`src/rtl/wishbone_arbiter_2m.sv`:
```
// Two-master, one-slave Wishbone classic arbiter with round-robin tie-break,
// per-cycle grant lock and a bus-timeout watchdog that errors the stalled owner.
module wishbone_arbiter_2m #(
    parameter int unsigned ADDR_WIDTH     = 32,
    parameter int unsigned DATA_WIDTH     = 64,
    parameter int unsigned TIMEOUT_CYCLES = 255,
    parameter int unsigned TIMEOUT_WIDTH  = 16
) (
    input  logic                  clk_i,
    input  logic                  rst_i,
    input  logic [ADDR_WIDTH-1:0] m0_addr_i,
    input  logic [DATA_WIDTH-1:0] m0_data_i,
    input  logic                  m0_we_i,
    input  logic                  m0_cyc_i,
    input  logic                  m0_stb_i,
    output logic [DATA_WIDTH-1:0] m0_data_o,
    output logic                  m0_ack_o,
    output logic                  m0_err_o,
    input  logic [ADDR_WIDTH-1:0] m1_addr_i,
    input  logic [DATA_WIDTH-1:0] m1_data_i,
    input  logic                  m1_we_i,
    input  logic                  m1_cyc_i,
    input  logic                  m1_stb_i,
    output logic [DATA_WIDTH-1:0] m1_data_o,
    output logic                  m1_ack_o,
    output logic                  m1_err_o,
    output logic [ADDR_WIDTH-1:0] s_addr_o,
    output logic [DATA_WIDTH-1:0] s_data_o,
    output logic                  s_we_o,
    output logic                  s_cyc_o,
    output logic                  s_stb_o,
    input  logic [DATA_WIDTH-1:0] s_data_i,
    input  logic                  s_ack_i,
    output logic [1:0]            grant_o
);

    typedef enum logic [1:0] {IDLE, BUSY, ABORT} state_t;

    localparam bit                     WDOG_ON    = (TIMEOUT_CYCLES != 0);
    localparam logic [TIMEOUT_WIDTH-1:0] WDOG_LIMIT = TIMEOUT_WIDTH'(TIMEOUT_CYCLES - 1);

    state_t                   fsm, fsm_next;
    logic                     owner, owner_next;
    logic                     last, last_next;
    logic [TIMEOUT_WIDTH-1:0] wdog, wdog_next;

    logic                  own_cyc, own_stb, own_we;
    logic [ADDR_WIDTH-1:0] own_addr;
    logic [DATA_WIDTH-1:0] own_data;
    logic                  slave_ack, timeout;

    assign own_cyc  = owner ? m1_cyc_i  : m0_cyc_i;
    assign own_stb  = owner ? m1_stb_i  : m0_stb_i;
    assign own_we   = owner ? m1_we_i   : m0_we_i;
    assign own_addr = owner ? m1_addr_i : m0_addr_i;
    assign own_data = owner ? m1_data_i : m0_data_i;

    always_ff @(posedge clk_i) begin
        if (rst_i) begin
            fsm   <= IDLE;
            owner <= 1'b0;
            last  <= 1'b1;
            wdog  <= '0;
        end else begin
            fsm   <= fsm_next;
            owner <= owner_next;
            last  <= last_next;
            wdog  <= wdog_next;
        end
    end

    always_comb begin
        fsm_next   = fsm;
        owner_next = owner;
        last_next  = last;
        wdog_next  = '0;
        slave_ack  = 1'b0;
        timeout    = 1'b0;
        s_addr_o   = '0;
        s_data_o   = '0;
        s_we_o     = 1'b0;
        s_cyc_o    = 1'b0;
        s_stb_o    = 1'b0;
        grant_o    = 2'b00;
        m0_data_o  = '0;
        m0_ack_o   = 1'b0;
        m0_err_o   = 1'b0;
        m1_data_o  = '0;
        m1_ack_o   = 1'b0;
        m1_err_o   = 1'b0;

        case (fsm)
            IDLE: begin
                // Grant is registered: a request reaches the slave one cycle later.
                if ((m0_cyc_i && m0_stb_i) || (m1_cyc_i && m1_stb_i)) begin
                    if (m0_cyc_i && m0_stb_i && m1_cyc_i && m1_stb_i)
                        owner_next = ~last;
                    else
                        owner_next = m1_cyc_i && m1_stb_i;
                    last_next = owner_next;
                    fsm_next  = BUSY;
                end
            end
            BUSY: begin
                s_addr_o  = own_addr;
                s_data_o  = own_data;
                s_we_o    = own_we;
                s_cyc_o   = own_cyc;
                s_stb_o   = own_cyc && own_stb;
                grant_o   = owner ? 2'b10 : 2'b01;
                slave_ack = s_ack_i && own_cyc && own_stb;
                // An ack arriving on the limit cycle wins over the timeout.
                timeout   = WDOG_ON && own_cyc && own_stb && !s_ack_i && (wdog == WDOG_LIMIT);
                m0_ack_o  = !owner && slave_ack;
                m1_ack_o  = owner && slave_ack;
                m0_err_o  = !owner && timeout;
                m1_err_o  = owner && timeout;
                m0_data_o = owner ? '0 : s_data_i;
                m1_data_o = owner ? s_data_i : '0;
                if (!own_cyc)
                    fsm_next = IDLE;
                else if (timeout)
                    fsm_next = ABORT;
                else if (WDOG_ON && own_stb && !s_ack_i)
                    wdog_next = wdog + TIMEOUT_WIDTH'(1);
            end
            ABORT: begin
                grant_o = owner ? 2'b10 : 2'b01;
                if (!own_cyc)
                    fsm_next = IDLE;
            end
            default: fsm_next = IDLE;
        endcase
    end

endmodule

```
`config.mk`:
```
export PLATFORM = sky130hd
export DESIGN_NAME = wishbone_arbiter_2m
export DESIGN_NICKNAME = d
export VERILOG_FILES = /design/src/rtl/wishbone_arbiter_2m.sv
export SDC_FILE = /design/constraint.sdc
export NUM_CORES = 1
export LEC_CHECK = 0
export BUFFER_PORTS_ARGS = -buffer_cell sky130_fd_sc_hd__buf_2
export CORE_AREA = 2 2 196 198
export CTS_CLUSTER_SIZE = 8
export DETAILED_ROUTE_END_ITERATION = 8
export DIE_AREA = 0 0 198 200
export PLACE_DENSITY_LB_ADDON = 0.2
export SLEW_MARGIN = 10
export SYNTH_ARGS = -nofsm -noshare
export SYNTH_HDL_FRONTEND = slang
export SYNTH_SLANG_ARGS = --single-unit
```
`constraint.sdc`:
```
create_clock -name clk_i -period 2 [get_ports clk_i]
set_input_delay 0.5 -clock clk_i [delete_from_list [all_inputs] [get_ports clk_i]]
set_output_delay 0.5 -clock clk_i [all_outputs]
set_load 0.1 [all_outputs]
```
# [After elaboration in Yosys (flattened, before gate mapping)]
# Index checks and enable logic that the tools add are counted.
[totals] elab_cells=63 register_bits=20 input_bits=265 output_inout_bits=233
[classes] muxes=26 n_reduce_logical=22 bitwise=4 eq_ne=6 add_sub_neg=1
[ops] operator="64-bit 2-to-1 mux" n=6
[ops] operator="32-bit 2-to-1 mux" n=2
[ops] operator="16-bit by 1-bit adder with 16-bit output (second input constant)" n=1
[ops] operator="16-bit by 8-bit equality test with 1-bit output (second input constant)" n=1
[ops] operator="1-bit logical AND" n=14
[ops] operator="2-bit 2-to-1 mux" n=6
[ops] operator="1-bit 2-to-1 mux" n=11
[ops] operator="2-bit case mux with 3 select lines" n=1
[ops] operator="5-bit OR reduction" n=1
[ops] operator="2-bit inequality test (second input constant)" n=2
[ops] operator="1-bit NOT" n=4
[ops] operator="3-bit inequality test (second input constant)" n=1
[ops] operator="3-bit AND reduction" n=1
[ops] operator="2-bit by 1-bit equality test with 1-bit output (second input constant)" n=1
[ops] operator="2-bit equality test (second input constant)" n=1
[ops] operator="1-bit zero test" n=2
[ops] operator="2-bit zero test" n=1
[ops] operator="2-bit AND reduction" n=1
[ops] operator="2-bit OR reduction" n=1
[ops] operator="1-bit logical OR" n=1

# [Depth between registers and ports, before layout]
[depth] word_depth=7 depth_mapped=7 ltp_nobuf=6

# [Worst setup path after synthesis]
# Ideal clock, no wire load.
[synth_path] path_kind="register to output" startpoint="register owner" endpoint="output port s_addr_o[25]" path_stages_with_launch=6 required_ns=1.500 path_buffers=3 t_arrival_ns=2.566 slack_ns=-1.066 path_cell_list="dfxtp_1 > buf_8 > clkbuf_1 > buf_1 > mux2i_1 > nor2b_1"
[synth_between] elab_chain_cells=2
[synth_lines] element="start, declared" line="43" source="logic owner, owner_next;"
[synth_lines] element="start signal, assigned" line="66" source="owner <= owner_next;"
[synth_lines] element="32-bit 2-to-1 mux" line="55" source="assign own_addr = owner ? m1_addr_i : m0_addr_i;"
[synth_lines] element="32-bit 2-to-1 mux" line="92" source="case (fsm)"
[synth_lines] element="end, declared" line="27" source="output logic [ADDR_WIDTH-1:0] s_addr_o,"
# Every way passes these cells.

# [Final worst setup path]
[layout_path] startpoint="register wdog[8]" endpoint="output port m1_err_o"
[layout_between] elab_chain_cells=4
[layout_lines] element="start, declared" line="45" source="logic [TIMEOUT_WIDTH-1:0] wdog, wdog_next;"
[layout_lines] element="start signal, assigned" line="68" source="wdog <= wdog_next;"
[layout_lines] element="16-bit by 8-bit equality test with 1-bit output" line="113" source="timeout = WDOG_ON && own_cyc && own_stb && !s_ack_i && (wdog == WDOG_LIMIT);"
[layout_lines] element="1-bit logical AND" line="113"
[layout_lines] element="1-bit logical AND" line="117" source="m1_err_o = owner && timeout;"
[layout_lines] element="1-bit 2-to-1 mux" line="92"
[layout_lines] element="end, declared" line="26" source="output logic m1_err_o,"
# Every way passes these cells.

==> impl_metrics.tcl <==
set metrics [dict create \
    dominantRegCellSynth "dfxtp_1" \
    leakage_nw 5.71 \
    number_of_global_route_vias_before_repair 5731 \
    dpl_cell_area_mm2 0.0120 \
    worst_setup_hold_path_clk_slew_ns 0.06 \
    final_period_minus_worst_setup_slack_ns 2.44 \
    clockBufferDepth 2 \
    floorplan.core_area_mm2 0.0374 \
    vias_per_cell 3.67 \
    wl_per_cell_um 17.6 \
    pre_cts_ws_ns -0.359 \
    status "finished with violations" \
    num_io_pins 498 \
    final_routed_drc_violation_total 0 \
    worst_hold_startpoint "last" \
    drt-pass1-iter-count 4 \
    grt_start_max_net_pins 22 \
    whs_endpoint "last" \
    clock_tree_from_tritoncts "done" \
    unrepaired_setup_endpoints_after_global_routing "yes" \
    flow.area_growth_from_synthesis_pct 273 \
    die_x_um 198 \
    synth_area_leaders "mux2i_1, nor2b_1, and2_1" \
    grt-ovfl-total 0 \
    critical_path.cell_chain "or4_4, nor4_4, and4_4, buf_12" \
    postSynthNetCount 762 \
    achievable-frequency_mhz 411 \
    synth.yosys.seq_area_share_pct 10.8 \
    die_height_um 200 \
    io_buffers 497 \
    drt_iter0_drcs 140 \
    hold_class "reg2reg" \
    design.final.nets 1356 \
    failed_checks "negative setup slack" \
    hold_violations 0 \
    synth.yosys.warnings 0 \
    synth.lib_cells_used.distinct 42 \
    tightest_slew_ns 0.368 \
    path_max_fanout 3 \
    layout-drive-gt1-share_pct 86.0 \
    holdWs_ns 0.494 \
    critPathArrivalTime_ns 1.94 \
    place_congestion 0.741 \
    fin_crit_sh_pct 122 \
    synth_top_cell_area_share_pct 26.5 \
    synth_area_mm2 0.00370 \
    syn_inst 491 \
    max_slew_headroom_pct 74.8 \
    end_kind "output pin" \
    synth_enable_flop_cells 0 \
    critical_path_required_ns 1.50 \
    htree_levels 1 \
    startpoint_type "flop" \
    skew_ns 0.00145 \
    highest_ir_drop_seen_on_vdd_mv 0.430 \
    syn_area_per_cell_um2 7.53 \
    drv_cap 0 \
    synthDominantAreaCellType "mux2i_1" \
    grt_util_all_layers_pct 12.8 \
    post_synth_arst_share_pct 0 \
    cts_hold_repair.buffers 0 \
    reg2regPathDepth 5 \
    final-setup-viol-count 231 \
    synthMostInstantiatedCell "nor2b_1" \
    initial_core_utilization_pct 9.88 \
    regToRegEndpoint "wdog[7]" \
    grt_antenna_before_repair 1 \
    post-route-cell-area_mm2 0.0138 \
    timing.hold.worst_path_depth 1 \
    numCtsBuffers 3 \
    grt_first_pass_wirelength_mm 37.9 \
    die_area_mm2 0.0396 \
    residual_antenna_violating_net_count_after_detailed_routing 0 \
    rrSetupSlack_ns 0.13 \
    top_cells_by_instance_count_after_synthesis "nor2b_1, mux2i_1, and2_1, and3_1, clkbuf_1" \
    final_core_utilization_pct 36.9 \
    route.vias.total 5864 \
    crit-reg2reg-launch "wdog[15]" \
    num_rows 71 \
    crit_type "reg2out" \
    clock_insertion_delay_worst_skew_ns 0.25 \
    clock_sinks 20 \
    clk_root_buffer_cell "clkbuf_16" \
    final.setup.worst_slack_ns -0.436 \
    yosys_register_bits 20 \
    drv_slew 0 \
    cpPeakStageDelay_ns 0.55 \
    powerDensity_mw_per_mm2 1040 \
    finalPower_w 0.0143 \
    num-fill-cells 3671 \
    hpwlAfterDp_mm 20.9 \
    worst_path_max_delay_cell "or4_4" \
    route.final.wire_length_mm 28.0 \
]
## report_power, final
group,leakage (nW),switching (W),internal [W],total [W]
clock,0.0442,0.000156,0.000305,0.000461
combinational,5.51,0.00759,0.00580,0.0134
sequential,0.164,0.0000153,0.000413,0.000428
total,5.71,0.00776,0.00652,0.0143
## critical path: cells and delay by family, from the launching register on
| family | cells | cell delay (ns) |
|---|---|---|
| AND/OR/NAND/NOR | 3 | 1.20 |
| buffers and inverters | 1 | 0.17 |
| flip-flops | 1 | 0.31 |
## worst max-delay path by stage
stage	startpoint	to	slack, ns	cells past startpoint
finish	wdog[8]	m1_err_o	-0.44	4
global route	wdog[8]	m1_err_o	-0.49	4
CTS	wdog[15]	m1_err_o	-0.45	4
detailed placement	s_ack_i	m1_err_o	-0.36	5
global placement	s_ack_i	m1_err_o	-0.33	5
floorplan	s_ack_i	m1_err_o	-0.21	3
## per-stage QoR
step	TNS (ns)	cells
2_1_floorplan	-0.619	491
3_3_place_gp	-2.27	1522
3_5_place_dp	-2.51	1522
4_1_cts	-52.70	1601
5_1_grt	-42.20	1596
6_report	-27.06	1596
## flip-flops by register name, indices dropped and copies added (netlist names)
| register | cells |
|---|---|
| fsm | 2 |
| last | 1 |
| owner | 1 |
| wdog | 16 |
## area by class of cell
cell class,instances,area (um^2),share of cell area (%)
Timing Repair Buffer,634,8010,58.1
Multi-Input combinational cell,420,4620,33.5
Tap cell,511,639,4.63
Sequential cell,20,408,2.96
Clock buffer,4,88.8,0.644
Inverter,6,25.0,0.181
Antenna cell,1,2.50,0.0181
## cell usage in the layout, fill, tap and decap left out, types with 3 or more instances in the layout
cell and count:
dfxtp_1 16, and2_4 66, clkbuf_16 6, buf_2 264, and3_4 66, mux2i_4 15, nand2_1 7, a21oi_1 3
dfxtp_2 3, nand3_1 7, nor2_1 11, mux2i_1 63, nor2b_4 99, buf_12 257, or4_4 3, buf_6 15
mux2i_2 20, buf_16 21, xnor2_1 10, inv_1 4, buf_4 54, nor2_2 10, or3_1 3, buf_8 19
ha_1 5
## layer usage
metal / track usage [%] / up-vias / share of wire [%]
li1: - / 2873 / -
met5: 0 / - / 0
met4: 1.45 / 0 / 0.79
met1: 15.5 / 2747 / 39
met2: 24.7 / 232 / 55
met3: 1.83 / 12 / 5.5
## what timing repair did
item                                    in CTS  in global routing
setup buffers                               49                 13
cloned                                      31                  3
resized for setup                          148                 69
pin swaps                                   93                 61
endpoints found under the setup margin     231                232
## cell families after synthesis
kind of cell,after synthesis,share of synthesized area [%]
AND/OR/NAND/NOR,291,49.1
multiplexers,99,26.8
buffers and inverters,51,6.13
flip-flops,20,10.8
AO/OA/AOI/OAI,12,2.20
XOR/XNOR,12,2.84
adder cells (fa/ha/maj),6,2.03
Power figures use the tool's default switching activity.
